`config.mk`:
```
export PLATFORM = sky130hd
export DESIGN_NAME = pwm_capture
export DESIGN_NICKNAME = d
export VERILOG_FILES = /design/src/rtl/pwm_pkg.sv /design/src/rtl/pwm_in_cond.sv /design/src/rtl/pwm_capture.sv
export SDC_FILE = /design/constraint.sdc
export NUM_CORES = 1
export LEC_CHECK = 0
export CAP_MARGIN = 20
export CORE_MARGIN = 4
export CORE_UTILIZATION = 40
export CTS_BUF_LIST = sky130_fd_sc_hd__clkbuf_16
export DETAILED_ROUTE_END_ITERATION = 8
export DONT_BUFFER_PORTS = 1
export SYNTH_ARGS = -nofsm -noshare
export SYNTH_HDL_FRONTEND = slang
export SYNTH_SLANG_ARGS = --single-unit
```
`constraint.sdc`:
```
create_clock -name clk -period 3.25 [get_ports clk]
set_input_delay 0.4875 -clock clk [delete_from_list [all_inputs] [get_ports clk]]
set_output_delay 0.4875 -clock clk [all_outputs]
set_load 0.01 [all_outputs]
```
`src/rtl/pwm_pkg.sv`:
```
// Shared constants and state encoding for the servo PWM path (capture and generator).
// Latency: n/a (package only).
// Backpressure: n/a.
package pwm_pkg;

    // Default system clock and nominal servo frame rate.
    localparam int CLK_IN_HZ     = 50_000_000;
    localparam int FREQ_SERVO_HZ = 50;

    // One nominal PWM frame in system-clock cycles; the generator's duty input
    // and the capture's width output share this unit.
    localparam int TOTAL_PERIOD  = CLK_IN_HZ / FREQ_SERVO_HZ;

    // Loss-of-signal window: two nominal frames.
    localparam int TIMEOUT_DEF   = 2 * TOTAL_PERIOD;

    // 2^21 > 2_000_000, so the default counters cannot reach all-ones before timeout.
    localparam int COUNT_W_DEF   = 21;

    typedef enum logic [1:0] {
        IDLE = 2'd0,
        HIGH = 2'd1,
        LOW  = 2'd2
    } state_e;

endpackage

```
`src/rtl/pwm_in_cond.sv`:
```
// PWM input conditioning: 2-FF synchronizer, optional glitch filter (PWM_CAPTURE_FILTER_EN).
// Latency: 2 cycles, plus FILTER_LEN cycles on every edge when the filter is compiled in.
// Backpressure: none; free-running level path.
//
// Ports:
//   i_clk, i_rst  : clock, synchronous active-high reset
//   i_pwm         : asynchronous PWM input
//   o_lvl         : conditioned (synchronized, optionally filtered) level
//   o_settled     : high once the pipeline holds only post-reset samples of i_pwm
module pwm_in_cond #(
    parameter int FILTER_LEN = 4
) (
    input  logic i_clk,
    input  logic i_rst,
    input  logic i_pwm,
    output logic o_lvl,
    output logic o_settled
);

    // Settling window covers the synchronizer, the filter (if present) and one
    // cycle of margin, so a level seen after o_settled is a real input level and
    // not a reset value.
    localparam int SETTLE = 3 + FILTER_LEN;
    localparam int SCW    = $clog2(SETTLE + 1);

    logic           r_sync1;
    logic           r_sync2;
    logic [SCW-1:0] r_settle_cnt;

    always_ff @(posedge i_clk) begin
        if (i_rst) begin
            r_sync1 <= 1'b0;
            r_sync2 <= 1'b0;
        end else begin
            r_sync1 <= i_pwm;
            r_sync2 <= r_sync1;
        end
    end

    always_ff @(posedge i_clk) begin
        if (i_rst) begin
            r_settle_cnt <= '0;
        end else if (r_settle_cnt != SCW'(SETTLE)) begin
            r_settle_cnt <= r_settle_cnt + 1'b1;
        end
    end

    assign o_settled = (r_settle_cnt == SCW'(SETTLE));

`ifdef PWM_CAPTURE_FILTER_EN
    // The filtered level follows the synchronized input only after it has held
    // the opposite value for FILTER_LEN consecutive cycles; any shorter excursion
    // clears the run counter.
    localparam int FCW = $clog2(FILTER_LEN + 1);

    logic           r_filt;
    logic [FCW-1:0] r_run_cnt;

    always_ff @(posedge i_clk) begin
        if (i_rst) begin
            r_filt    <= 1'b0;
            r_run_cnt <= '0;
        end else if (r_sync2 == r_filt) begin
            r_run_cnt <= '0;
        end else if (r_run_cnt == FCW'(FILTER_LEN - 1)) begin
            r_filt    <= r_sync2;
            r_run_cnt <= '0;
        end else begin
            r_run_cnt <= r_run_cnt + 1'b1;
        end
    end

    assign o_lvl = r_filt;
`else
    assign o_lvl = r_sync2;
`endif

endmodule

```
`src/rtl/pwm_capture.sv`:
```
// PWM capture: measures high time and rise-to-rise period in clk cycles, flags loss of signal.
// Latency: sample_valid 3 clk edges after pwm_in is first sampled high (+FILTER_LEN with filter).
// Backpressure: none; sample_valid is a single-cycle pulse, width/period hold until the next sample.
//
// Optional feature macro: PWM_CAPTURE_FILTER_EN (glitch filter in pwm_in_cond).
// Ports:
//   clk, rst       : clock, synchronous active-high reset
//   pwm_in         : asynchronous PWM input
//   width, period  : last complete high time / period, in cycles
//   sample_valid   : one-cycle pulse when width/period update
//   timeout        : one-cycle pulse on loss of signal
//   signal_ok      : high from first sample until timeout or reset
module pwm_capture
    import pwm_pkg::*;
#(
    parameter int CLK_IN         = CLK_IN_HZ,
    parameter int FREQ_SERVO     = FREQ_SERVO_HZ,
    parameter int TIMEOUT_CYCLES = 2 * CLK_IN / FREQ_SERVO,
    parameter int COUNT_W        = COUNT_W_DEF,
    parameter int FILTER_LEN     = 4
) (
    input  logic               clk,
    input  logic               rst,
    input  logic               pwm_in,
    output logic [COUNT_W-1:0] width,
    output logic [COUNT_W-1:0] period,
    output logic               sample_valid,
    output logic               timeout,
    output logic               signal_ok
);

    localparam logic [COUNT_W-1:0] TO_LIM = COUNT_W'(TIMEOUT_CYCLES);

    // Counters stick at all-ones instead of wrapping if TIMEOUT_CYCLES does not
    // fit in COUNT_W.
    function automatic logic [COUNT_W-1:0] sat_inc(input logic [COUNT_W-1:0] v);
        return (&v) ? v : v + 1'b1;
    endfunction

    logic w_s;
    logic w_settled;
    logic r_s_d;
    logic w_rise;
    logic w_fall;
    logic r_armed;

    state_e             r_state;
    state_e             w_state_nxt;
    logic [COUNT_W-1:0] r_hi_cnt;
    logic [COUNT_W-1:0] w_hi_nxt;
    logic [COUNT_W-1:0] r_per_cnt;
    logic [COUNT_W-1:0] w_per_nxt;
    logic [COUNT_W-1:0] r_width;
    logic [COUNT_W-1:0] w_width_nxt;
    logic [COUNT_W-1:0] r_period;
    logic [COUNT_W-1:0] w_period_nxt;
    logic               r_sample_valid;
    logic               w_sv_nxt;
    logic               r_timeout;
    logic               w_to_nxt;
    logic               r_signal_ok;
    logic               w_ok_nxt;

    pwm_in_cond #(
        .FILTER_LEN (FILTER_LEN)
    ) u_in_cond (
        .i_clk     (clk),
        .i_rst     (rst),
        .i_pwm     (pwm_in),
        .o_lvl     (w_s),
        .o_settled (w_settled)
    );

    assign w_rise = w_s & ~r_s_d;
    assign w_fall = ~w_s & r_s_d;

    // The synchronizer resets low, so an input already high at reset would look
    // like a rising edge. Rises are only accepted once a genuine low level has
    // been seen, which discards a pulse that was in progress at reset.
    always_ff @(posedge clk) begin
        if (rst) begin
            r_s_d   <= 1'b0;
            r_armed <= 1'b0;
        end else begin
            r_s_d <= w_s;
            if (w_settled && !w_s) begin
                r_armed <= 1'b1;
            end
        end
    end

    always_comb begin
        w_state_nxt  = r_state;
        w_hi_nxt     = r_hi_cnt;
        w_per_nxt    = r_per_cnt;
        w_width_nxt  = r_width;
        w_period_nxt = r_period;
        w_sv_nxt     = 1'b0;
        w_to_nxt     = 1'b0;
        w_ok_nxt     = r_signal_ok;

        case (r_state)
            IDLE: begin
                if (w_rise && r_armed) begin
                    w_state_nxt = HIGH;
                    w_hi_nxt    = COUNT_W'(1);
                    w_per_nxt   = COUNT_W'(1);
                end
            end

            HIGH: begin
                if (w_fall) begin
                    w_state_nxt = LOW;
                    w_per_nxt   = sat_inc(r_per_cnt);
                end else if (r_per_cnt >= TO_LIM) begin
                    w_state_nxt = IDLE;
                    w_to_nxt    = 1'b1;
                    w_ok_nxt    = 1'b0;
                end else begin
                    w_hi_nxt  = sat_inc(r_hi_cnt);
                    w_per_nxt = sat_inc(r_per_cnt);
                end
            end

            LOW: begin
                // The rise is checked first: a rise landing on the timeout
                // cycle still closes a valid period.
                if (w_rise) begin
                    w_state_nxt  = HIGH;
                    w_width_nxt  = r_hi_cnt;
                    w_period_nxt = r_per_cnt;
                    w_sv_nxt     = 1'b1;
                    w_ok_nxt     = 1'b1;
                    w_hi_nxt     = COUNT_W'(1);
                    w_per_nxt    = COUNT_W'(1);
                end else if (r_per_cnt >= TO_LIM) begin
                    w_state_nxt = IDLE;
                    w_to_nxt    = 1'b1;
                    w_ok_nxt    = 1'b0;
                end else begin
                    w_per_nxt = sat_inc(r_per_cnt);
                end
            end

            default: begin
                w_state_nxt = IDLE;
            end
        endcase
    end

    always_ff @(posedge clk) begin
        if (rst) begin
            r_state        <= IDLE;
            r_hi_cnt       <= '0;
            r_per_cnt      <= '0;
            r_width        <= '0;
            r_period       <= '0;
            r_sample_valid <= 1'b0;
            r_timeout      <= 1'b0;
            r_signal_ok    <= 1'b0;
        end else begin
            r_state        <= w_state_nxt;
            r_hi_cnt       <= w_hi_nxt;
            r_per_cnt      <= w_per_nxt;
            r_width        <= w_width_nxt;
            r_period       <= w_period_nxt;
            r_sample_valid <= w_sv_nxt;
            r_timeout      <= w_to_nxt;
            r_signal_ok    <= w_ok_nxt;
        end
    end

    assign width        = r_width;
    assign period       = r_period;
    assign sample_valid = r_sample_valid;
    assign timeout      = r_timeout;
    assign signal_ok    = r_signal_ok;

endmodule
```
; ---- After elaboration in Yosys (flattened, before gate mapping)
; Index checks and enable logic that the tools add are counted.
[word_totals]
regBits = 96
[classes]
n_lt_le_gt_ge = 1
n_addsub = 3
n_reduce_logical = 13
bitwise_logic = 5
mux = 25
n_eq_ne = 9
[op_table]
columns = operator, count
row1 = $mux W21, 9
row2 = $pmux W21 S3, 2
row3 = $add A21 B1 Y21 const B, 2
row4 = $reduce_and A21 Y1, 2
row5 = $ge A21 B21 Y1 const B, 1
row6 = $ne A2 B2 Y1 const B, 5
row7 = $mux W2, 4
row8 = $mux W1, 7
row9 = $pmux W2 S3, 1
row10 = $reduce_and A2 Y1, 3
row11 = $reduce_and A6 Y1, 1
row12 = $pmux W1 S2, 2
row13 = $add A3 B1 Y3 const B, 1
row14 = $eq A3 B3 Y1 const B, 1
row15 = $ne A3 B3 Y1 const B, 1
row16 = $not A1 Y1, 3
row17 = $reduce_bool A3 Y1, 1
row18 = $and A1 B1 Y1, 2
row19 = $eq A2 B1 Y1 const B, 1
row20 = $eq A2 B2 Y1 const B, 1
row21 = $logic_and A1 B1 Y1, 2
row22 = $logic_not A2 Y1, 1
row23 = $reduce_bool A2 Y1, 1
row24 = $reduce_or A2 Y1, 1
row25 = $logic_not A1 Y1, 1

; ---- Logic depth before layout (Yosys ltp)
; Gate-level depths: netlist of run 1.
[depth]
ltp_word = 5
depth_mapped = 10

; ---- Cells and area by module
; Synthesis of run 1 repeated with hierarchy kept, for this count alone.
[hier_totals]
cells_unflattened = 526
area_unflattened_um2 = 4377.9
[modules_own_cells]
columns = module, seq_area_each_um2, n_inst, cells_each, area_per_inst_um2
row1 = pwm_capture, 1821.7, 1, 510, 4187.8
row2 = pwm_in_cond, 100.1, 1, 16, 190.2

; ---- Worst setup path before layout of run 1
; OpenSTA, ideal clock, no wires.
[synth_path]
kind = register to register
startpoint = register r_state[1]
endpoint = register r_hi_cnt[7]
arrival_ps = 2189
period_less_slack_ps = 2260
n_path_buf = 1
path_stages_with_launch = 9
setup_time_ps = 70
path_slack_ps = 990
cell_sequence = dfxtp_1 inv_1 ha_1 or2_2 a221oi_4 o21ai_2 buf_2 or4_1 a21oi_1
[synth_between]
elab_chain_len = 3
[synth_lines]
columns = element, line_no
row1 = from (decl), pwm_capture.sv:47  ; state_e r_state;
row2 = from (signal assigned), pwm_capture.sv:162  ; r_state <= w_state_nxt;
row3 = "$eq A2 B1 Y1, or another cell as far along", pwm_capture.sv:102  ; case (r_state)
row4 = $ne A2 B2 Y1 (no source line) or $reduce_bool A3 Y1 (tied branches), n/a
row5 = $reduce_and A6 Y1 (no source line), n/a
row6 = to (signal assigned), pwm_capture.sv:163  ; r_hi_cnt <= w_hi_nxt;
row7 = to (decl), pwm_capture.sv:49  ; logic [COUNT_W-1:0] r_hi_cnt;
; Parallel ways exist; a longest one is shown, timed or not.
; A chain may end at the register's enable or synchronous reset.

; ---- Worst setup path after layout of run 1
[layout_path]
startpoint = register r_per_cnt[0]
endpoint = register r_per_cnt[14]
[layout_between]
elab_chain_len = 5
[layout_lines]
columns = element, line_no
row1 = from (decl), pwm_capture.sv:51  ; logic [COUNT_W-1:0] r_per_cnt;
row2 = from (signal assigned), pwm_capture.sv:164  ; r_per_cnt <= w_per_nxt;
row3 = $add A21 B1 Y21 or $reduce_and A21 Y1 (tied branches), pwm_capture.sv:37  ; return (&v) ? v : v + 1'b1;
row4 = $mux W21, pwm_capture.sv:37
row5 = $mux W21, "pwm_capture.sv:115, pwm_capture.sv:136"
row6 = $mux W21 (on tied branches), "pwm_capture.sv:128, pwm_capture.sv:112"
row7 = $pmux W21 S3 *, pwm_capture.sv:102
; Every way passes the cells marked *; elsewhere a longest branch is shown, timed or not.

==> impl_metrics.json, run 1 <==
{
  "cp.required_ns": 3.45,
  "core_area_um2": 11400,
  "routedWlPerCell_um": 17.1,
  "timing.final.crit_share_pct": 79.5,
  "root_buffer": "clkbuf_16",
  "synthTopCellsByArea": "dfxtp_1, nand2_1, a21oi_1",
  "slew_violations": 0,
  "finalClockSkew_ns": 0.00885,
  "tns_ns": 0,
  "synth_adder_area_share_pct": 2.43,
  "postRouteAntennaNets": 0,
  "max_stage_delay_ns": 0.55,
  "worstPathArrival_ns": 2.78,
  "hold_class": "in -> reg",
  "leakagePower_nw": 1.49,
  "power.total_w": 0.00231,
  "worst_setup_path_end_kind": "flop",
  "synth_edf_count": 0,
  "layout_min_cycle_time_ns": 2.58,
  "cts_resized": 0,
  "cts_tree": "yes",
  "muxShareOfSynthArea_pct": 1.08,
  "yosysMostFrequentCell": "nand2_1",
  "netlist.area_leader.share_pct": 41.4,
  "fp.dieH_um": 116,
  "setup_violations": 0,
  "synth-seq-cells": 96,
  "fmax_ghz": 0.387,
  "grt_pass1_wl_um": 19900,
  "netlist_instances": 576,
  "drt-total-wl_um": 12100,
  "viasPerCell": 5.98,
  "synthXorXnorAreaFrac_pct": 0.566,
  "cts_num_sinks": 96,
  "cp_top_family": "compound AO/OA/AOI/OAI gates",
  "grt_max_degree": 66,
  "yosysTopAreaCell": "dfxtp_1",
  "finalHoldViolCount": 0,
  "antenna_found_initial": 0,
  "path_cells": "inv_1 > ha_1 > and4_1 > a41oi_2 > a211oi_2 > buf_4 > a2111oi_0 > a211oi_1",
  "clk_latency_ns": 0.34,
  "dp_hpwl_um": 8290,
  "post-route-util_pct": 43.7,
  "postCtsSetupBuffers": 0,
  "dieArea_um2": 13400,
  "drc_errors": 0,
  "syn_area_per_cell_um2": 8.06,
  "cp-start-kind": "flop",
  "cts_buffers": 9,
  "power_density_nw_per_um2": 465,
  "fin_nets": 568,
  "ys_warn_count": 0,
  "synth-simple-area-share_pct": 26.4,
  "start_util_pct": 40.8,
  "htree_levels": 3,
  "synth_compound_area_share_pct": 23.0,
  "ir_drop_mv": 0.249,
  "ios": 48,
  "worst-path-buf-inv": 2,
  "async_flop_share_pct": 0,
  "syn-num-nets": 588,
  "seq_area_frac_synth_pct": 41.4,
  "rsz0062_at_grt": "false",
  "maxSlewHeadroom_pct": 37.7,
  "drive_above_1_share_pct": 6.60,
  "tightest_slew_ns": 0.935,
  "synth_commonest_cells": "nand2_1, dfxtp_1, a21oi_1, nor2_1, clkbuf_1",
  "portBuffers": 0,
  "synthFlopType": "dfxtp_1",
  "synth_top_family_by_area": "simple AND/OR/NAND/NOR gates",
  "path_max_fanout": 13,
  "grt_util_all_layers_pct": 18.5,
  "synth_cell_types": 66,
  "area.growth.synth_to_final_pct": 7.09,
  "grt_pass1_vias": 3906,
  "clockBufferDepth": 2,
  "critPathSlowestCell": "a2111oi_0",
  "clk_pin_slew_ns": 0.07,
  "gp_congestion": 0.902,
  "cts-hold-fix-buffers": 0,
  "drv_cap": 0,
  "critical_path_class": "reg -> reg",
  "first_iter_violations": 336,
  "grt.overflow.total": 0,
  "placementRows": 39,
  "first_pass_iters": 5,
  "syn_area_um2": 4640,
  "status": "complete, no violations",
  "num_antenna_cells": 0,
  "dieWidth_um": 116,
  "routed-via-count": 4209
}
==> per-layer routing <==
metal	up-vias	routed length, um	global-route usage, %
met2	129	5270	27.6
li1	2075	-	-
met3	17	804	4.44
met5	-	0	0
met1	1988	5760	25.9
met4	0	226	6.81
==> registers in the layout (all words and copies together), names as in the netlist <==
register                count
timeout                     1
sample_valid                1
r_per_cnt                  21
r_armed                     1
r_hi_cnt                   21
r_state                     2
width                      21
u_in_cond.r_sync1           1
signal_ok                   1
u_in_cond.o_lvl             1
period                     21
u_in_cond.r_settle_cnt      3
r_s_d                       1
==> per-stage QoR <==
step           setup slack (ns)  cells  instance area, um^2  hold slack (ns)
2_1_floorplan             0.990    576                 4640            0.414
6_report                  0.667    704                 4970            0.210
3_3_place_gp              0.798    688                 4700            0.420
5_1_grt                   0.392    704                 4970            0.197
4_1_cts                   0.644    704                 4970            0.198
3_5_place_dp              0.665    688                 4700            0.426
==> power breakdown <==
part | switching (W) | total (W) | internal (W)
registers | 0.0000123 | 0.00120 | 0.00119
clock network | 0.000456 | 0.000969 | 0.000512
logic | 0.0000959 | 0.000143 | 0.0000473
==> final timing paths <==
| kind | cells after the start | slack [ns] | to | from |
|---|---|---|---|---|
| hold / removal | 1 | 0.21 | width[15]$_SDFFE_PP0P_ | rst |
| hold reg to reg | 1 | 0.44 | u_in_cond.o_lvl$_SDFF_PP0_ | u_in_cond.r_sync1$_SDFF_PP0_ |
| setup / recovery | 8 | 0.67 | r_per_cnt[14]$_SDFFE_PP0P_ | r_per_cnt[0]$_SDFFE_PP0P_ |
| setup reg to reg | 8 | 0.67 | r_per_cnt[14]$_SDFFE_PP0P_ | r_per_cnt[0]$_SDFFE_PP0P_ |
==> layout by cell type (no fill, tap or decap), types with 5 or more instances in the layout <==
cell type and n:
nor2_1 26, o21ai_0 9, or3_1 10, nor3_1 10, and4_1 6, nand4_1 21, nand2_1 116, or4_1 16
o31ai_1 18, a21oi_1 76, ha_1 9, nand3_1 19, dfxtp_1 96, o211ai_1 5, clkbuf_16 9, buf_4 9
mux2i_1 5, inv_1 15
==> layout make-up <==
cell class | count | area [um^2]
fill | 1135 | 6400
multi-input combinational | 426 | 2480
sequential | 96 | 1920
clock buffer | 9 | 225
tap | 143 | 179
timing repair buffer | 9 | 67.6
inverter | 14 | 52.6
clock inverter | 7 | 40.0
==> cells by family (layout without fill, tap and decap cells) <==
family	after synthesis	after routing
AND/OR/NAND/NOR	249	249
AO/OA/AOI/OAI	160	160
flip-flops	96	96
buffers and inverters	54	39
adder cells (fa/ha/maj)	9	9
multiplexers	5	5
XOR/XNOR	3	3
(Power assumes the default switching activity.)
==> run 2, diff against run 1 <==
Clock period 3.25 ns to 2.6 ns, I/O delays scaled along.
==> impl_metrics.json, run 2 (synthesis results as in run 1) <==
{
  "status": "complete, no violations",
  "crit_path_start": "r_per_cnt[0]$_SDFFE_PP0P_",
  "worst_setup_path_end_kind": "flop",
  "gp_congestion": 0.924,
  "routedWlPerCell_um": 17.1,
  "ir_drop_mv": 0.375,
  "fillers": 1184,
  "layout_min_cycle_time_ns": 2.41,
  "first_iter_violations": 285,
  "tns_ns": 0,
  "grt_pass1_vias": 3949,
  "grt.overflow.total": 0,
  "grt_pass1_wl_um": 20400,
  "cp-endpoint": "r_per_cnt[14]$_SDFFE_PP0P_",
  "slew_violations": 0,
  "postRouteAntennaNets": 0,
  "rsz0062_at_grt": "false",
  "viasPerCell": 5.93,
  "clk_pin_slew_ns": 0.07,
  "placementRows": 39,
  "hold_depth": 1,
  "power_density_nw_per_um2": 565,
  "drt-total-wl_um": 12300,
  "regToRegEndpoint": "r_per_cnt[14]$_SDFFE_PP0P_",
  "cts_buffers": 9,
  "grt_max_degree": 66,
  "timing.rr.start": "r_per_cnt[0]$_SDFFE_PP0P_",
  "drive_above_1_share_pct": 8.70,
  "drc_errors": 0,
  "fmax_ghz": 0.415,
  "dp_hpwl_um": 8610,
  "core_area_um2": 11400,
  "antenna_found_initial": 0,
  "finalHoldViolCount": 0,
  "num_antenna_cells": 0,
  "cts_tree": "yes",
  "drv_cap": 0,
  "dp_cells": 700,
  "start_util_pct": 40.8,
  "clockBufferDepth": 2,
  "path_max_fanout": 10,
  "final_common_cell": "nand2_1",
  "fin_cells": 718,
  "finalClockSkew_ns": 0.00879,
  "setup_violations": 0,
  "worstPathArrival_ns": 2.67,
  "dieArea_um2": 13400,
  "fin_nets": 582,
  "final_cell_mix": "nand2_1, dfxtp_1, a21oi_1",
  "rr_worst_depth": 7,
  "area.growth.synth_to_final_pct": 9.52,
  "maxSlewHeadroom_pct": 58.4,
  "routed-via-count": 4257,
  "critical_path_class": "reg -> reg",
  "tightest_slew_ns": 0.624,
  "first_pass_iters": 4,
  "cp.required_ns": 2.86,
  "r2r_setup_slack_ns": 0.19,
  "portBuffers": 0,
  "leakagePower_nw": 1.55,
  "hold_class": "in -> reg",
  "clk_latency_ns": 0.35,
  "cts_num_sinks": 96,
  "grt_util_all_layers_pct": 18.9,
  "fp.dieH_um": 116,
  "ios": 48,
  "cp-start-kind": "flop",
  "htree_levels": 3,
  "hold_start": "rst",
  "timing.final.crit_share_pct": 92.6,
  "root_buffer": "clkbuf_16",
  "dieWidth_um": 116
}
run 2: cell types whose count changed in the layout (fill, tap and decap cells not counted), moves of 2 or more:
cell	previous run	this run
buf_4	9	22
clkinv_2	3	0
inv_1	15	18
clkinv_4	2	0
clkinvlp_4	0	2
run 2: power by group:
group	switching (W)	internal (W)
clock network	0.000547	0.000631
logic	0.000126	0.0000689
registers	0.0000146	0.00148
total	0.000687	0.00218
run 2: worst min path at each step:
stage / slack (ns) / end
global route: 0.1 / width[8]$_SDFFE_PP0P_
CTS: 0.10 / width[13]$_SDFFE_PP0P_
global placement: 0.42 / u_in_cond.o_lvl$_SDFF_PP0_
floorplan: 0.41 / u_in_cond.o_lvl$_SDFF_PP0_
finish: 0.11 / width[13]$_SDFFE_PP0P_
detailed placement: 0.43 / u_in_cond.o_lvl$_SDFF_PP0_
run 2: area by class of cell:
| cell class | count | area (um^2) | area share, % |
|---|---|---|---|
| flip-flops and latches | 96 | 1920 | 37.8 |
| well taps | 143 | 179 | 3.52 |
| clock buffers | 9 | 225 | 4.43 |
| clock inverters | 7 | 33.8 | 0.665 |
| multi-input cells | 427 | 2500 | 49.3 |
| repair buffers | 22 | 165 | 3.25 |
| inverters | 14 | 52.6 | 1.03 |
run 2: repair_timing:
action | CTS | global route
hold buffers | 0 | 0
setup endpoints to repair | 0 | 18
resized for setup | 0 | 3
buffers inserted | 0 | 1
run 2: routing by layer:
layer | part of all wire, % | up-vias | track usage [%]
li1 | - | 2106 | -
met1 | 49 | 2028 | 27.2
met2 | 43 | 109 | 27.6
met3 | 6.1 | 14 | 3.97
met4 | 1.4 | 0 | 7.42
met5 | 0 | - | 0
run 2: metrics by stage:
step	power [W]	utilization, %	setup slack, ns	area, um^2	hold slack [ns]
after floorplan	0.00168	-	0.340	4640	0.414
after global placement	0.00171	42.2	0.0896	4790	0.419
after detailed placement	0.00171	42.2	0.0657	4790	0.426
after CTS	0.00289	44.4	0.0345	5050	0.102
after global routing	0.00299	44.7	0.0108	5080	0.0962
final	0.00287	44.7	0.192	5080	0.111
run 2: worst max-delay path, stage by stage, from the launching register on:
cell and delay (ns):
dfxtp_2 0.42, inv_1 0.08, ha_1 0.21, and4_1 0.22, a41oi_2 0.36, a21boi_1 0.24, or4_1 0.54, a211oi_1 0.23
==> run 3, diff against run 2 <==
Settings changed: CTS_BUF_LIST sky130_fd_sc_hd__clkbuf_16 to unset, CTS_CLUSTER_SIZE set to 28.
==> impl_metrics.json, run 3 (synthesis results as in run 1) <==
{
  "dieArea_um2": 13400,
  "drv_cap": 0,
  "placementRows": 39,
  "drc_errors": 0,
  "crit_path_start": "r_per_cnt[0]$_SDFFE_PP0P_",
  "maxSlewHeadroom_pct": 58.8,
  "setup_slack_ns": 0.183,
  "drive_above_1_share_pct": 8.87,
  "hold_class": "in -> reg",
  "power_density_nw_per_um2": 572,
  "p_clk_share_pct": 41.9,
  "cts-hold-fix-buffers": 0,
  "first_pass_iters": 4,
  "layout_min_cycle_time_ns": 2.42,
  "hold_start": "rst",
  "cts_buffers": 9,
  "worstPathArrival_ns": 2.67,
  "finalClockSkew_ns": 0.00823,
  "rsz0062_at_grt": "false",
  "dp_hpwl_um": 8610,
  "place_ws_ns": 0.0657,
  "power_frac_comb_pct": 6.7,
  "grt_max_degree": 66,
  "routed-via-count": 4224,
  "leakagePower_nw": 1.54,
  "fmax_ghz": 0.414,
  "core_area_um2": 11400,
  "worst_setup_path_end_kind": "flop",
  "path_max_fanout": 10,
  "finalHoldViolCount": 0,
  "tightest_slew_ns": 0.618,
  "portBuffers": 0,
  "status": "complete, no violations",
  "cp-start-kind": "flop",
  "final_common_cell": "nand2_1",
  "viasPerCell": 5.88,
  "clk_latency_ns": 0.34,
  "drt-total-wl_um": 12300,
  "cp.required_ns": 2.86,
  "gp_congestion": 0.924,
  "timing.final.crit_share_pct": 93.0,
  "final_cell_mix": "nand2_1, dfxtp_1, a21oi_1",
  "antenna_found_initial": 0,
  "seqPwrFrac_pct": 51.4,
  "root_buffer": "clkbuf_16",
  "grt_pass1_vias": 3948,
  "cts_tree": "yes",
  "routedWlPerCell_um": 17.1,
  "internal_power_w": 0.00223,
  "cts_num_sinks": 96,
  "num_antenna_cells": 0,
  "area.growth.synth_to_final_pct": 9.73,
  "tns_ns": 0,
  "fillers": 1180,
  "r2r_setup_slack_ns": 0.18,
  "ios": 48,
  "htree_levels": 3,
  "grt.overflow.total": 0,
  "clockBufferDepth": 2,
  "fin_nets": 582,
  "dieWidth_um": 116,
  "ir_drop_mv": 0.374,
  "fp.dieH_um": 116,
  "grt_pass1_wl_um": 20400,
  "switching_share_pct": 23.5,
  "grt_util_all_layers_pct": 18.9,
  "setup_violations": 0,
  "slew_violations": 0,
  "start_util_pct": 40.8,
  "postRouteAntennaNets": 0,
  "timing.rr.start": "r_per_cnt[0]$_SDFFE_PP0P_",
  "clk_pin_slew_ns": 0.06,
  "first_iter_violations": 287,
  "critical_path_class": "reg -> reg",
  "p_sw_w": 0.000684
}
==> run 3: changes by cell type in the layout (fill, tap and decap cells not counted), sizes merged <==
cell    before  now
inv         18   14
clkinv       1    0
clkbuf       9   14
==> run 3: layer usage <==
metal	global-route usage, %	vias up	part of all wire, %	wire length [um]
li1	-	2106	-	-
met1	27.2	2005	50	6080
met2	27.6	96	43	5310
met3	3.97	17	5.7	694
met4	7.42	0	1.5	184
met5	0	-	0	0
==> run 3: final timing paths <==
path                                              endpoint  cells past startpoint
worst min-delay path                width[13]$_SDFFE_PP0P_                      1
worst min register to register  u_in_cond.o_lvl$_SDFF_PP0_                      1
worst max-delay path            r_per_cnt[14]$_SDFFE_PP0P_                      7
worst max register to register  r_per_cnt[14]$_SDFFE_PP0P_                      7
==> run 3: what timing repair did <==
action	CTS	global route
gates resized for setup	0	3
setup endpoints to repair	0	18
setup buffers	0	1
==> run 3: worst max-delay path, stage by stage, from the launching register on <==
cell	delay (ns)
dfxtp_2	0.42
inv_1	0.08
ha_1	0.22
and4_1	0.22
a41oi_2	0.36
a21boi_1	0.24
or4_1	0.54
a211oi_1	0.24
==> run 3: power by group through the flow <==
stage	sequential [W]	combinational (W)	clock, W
after floorplan	0.00152	0.000154	0
after global placement	0.00153	0.000179	0
after detailed placement	0.00153	0.000181	0
after CTS	0.00150	0.000182	0.00126
after global routing	0.00150	0.000214	0.00133
final	0.00150	0.000194	0.00122
==> run 3: stage by stage <==
step	cell area, um^2	hold WS [ns]	std cells	utilization (%)	power, W
2_1_floorplan	4640	0.414	576	-	0.00168
3_3_place_gp	4790	0.419	700	42.2	0.00171
3_5_place_dp	4790	0.426	700	42.2	0.00171
4_1_cts	5060	0.102	716	44.5	0.00294
5_1_grt	5090	0.0963	718	44.8	0.00304
6_report	5090	0.112	718	44.8	0.00291
==> run 3: cell type report <==
cell class	instances	area (um^2)	area share, %
inverters	14	52.6	1.03
repair buffers	22	165	3.24
multi-input cells	427	2500	49.2
clock buffers	14	254	4.99
clock inverters	2	15.0	0.295
flip-flops and latches	96	1920	37.8
well taps	143	179	3.51
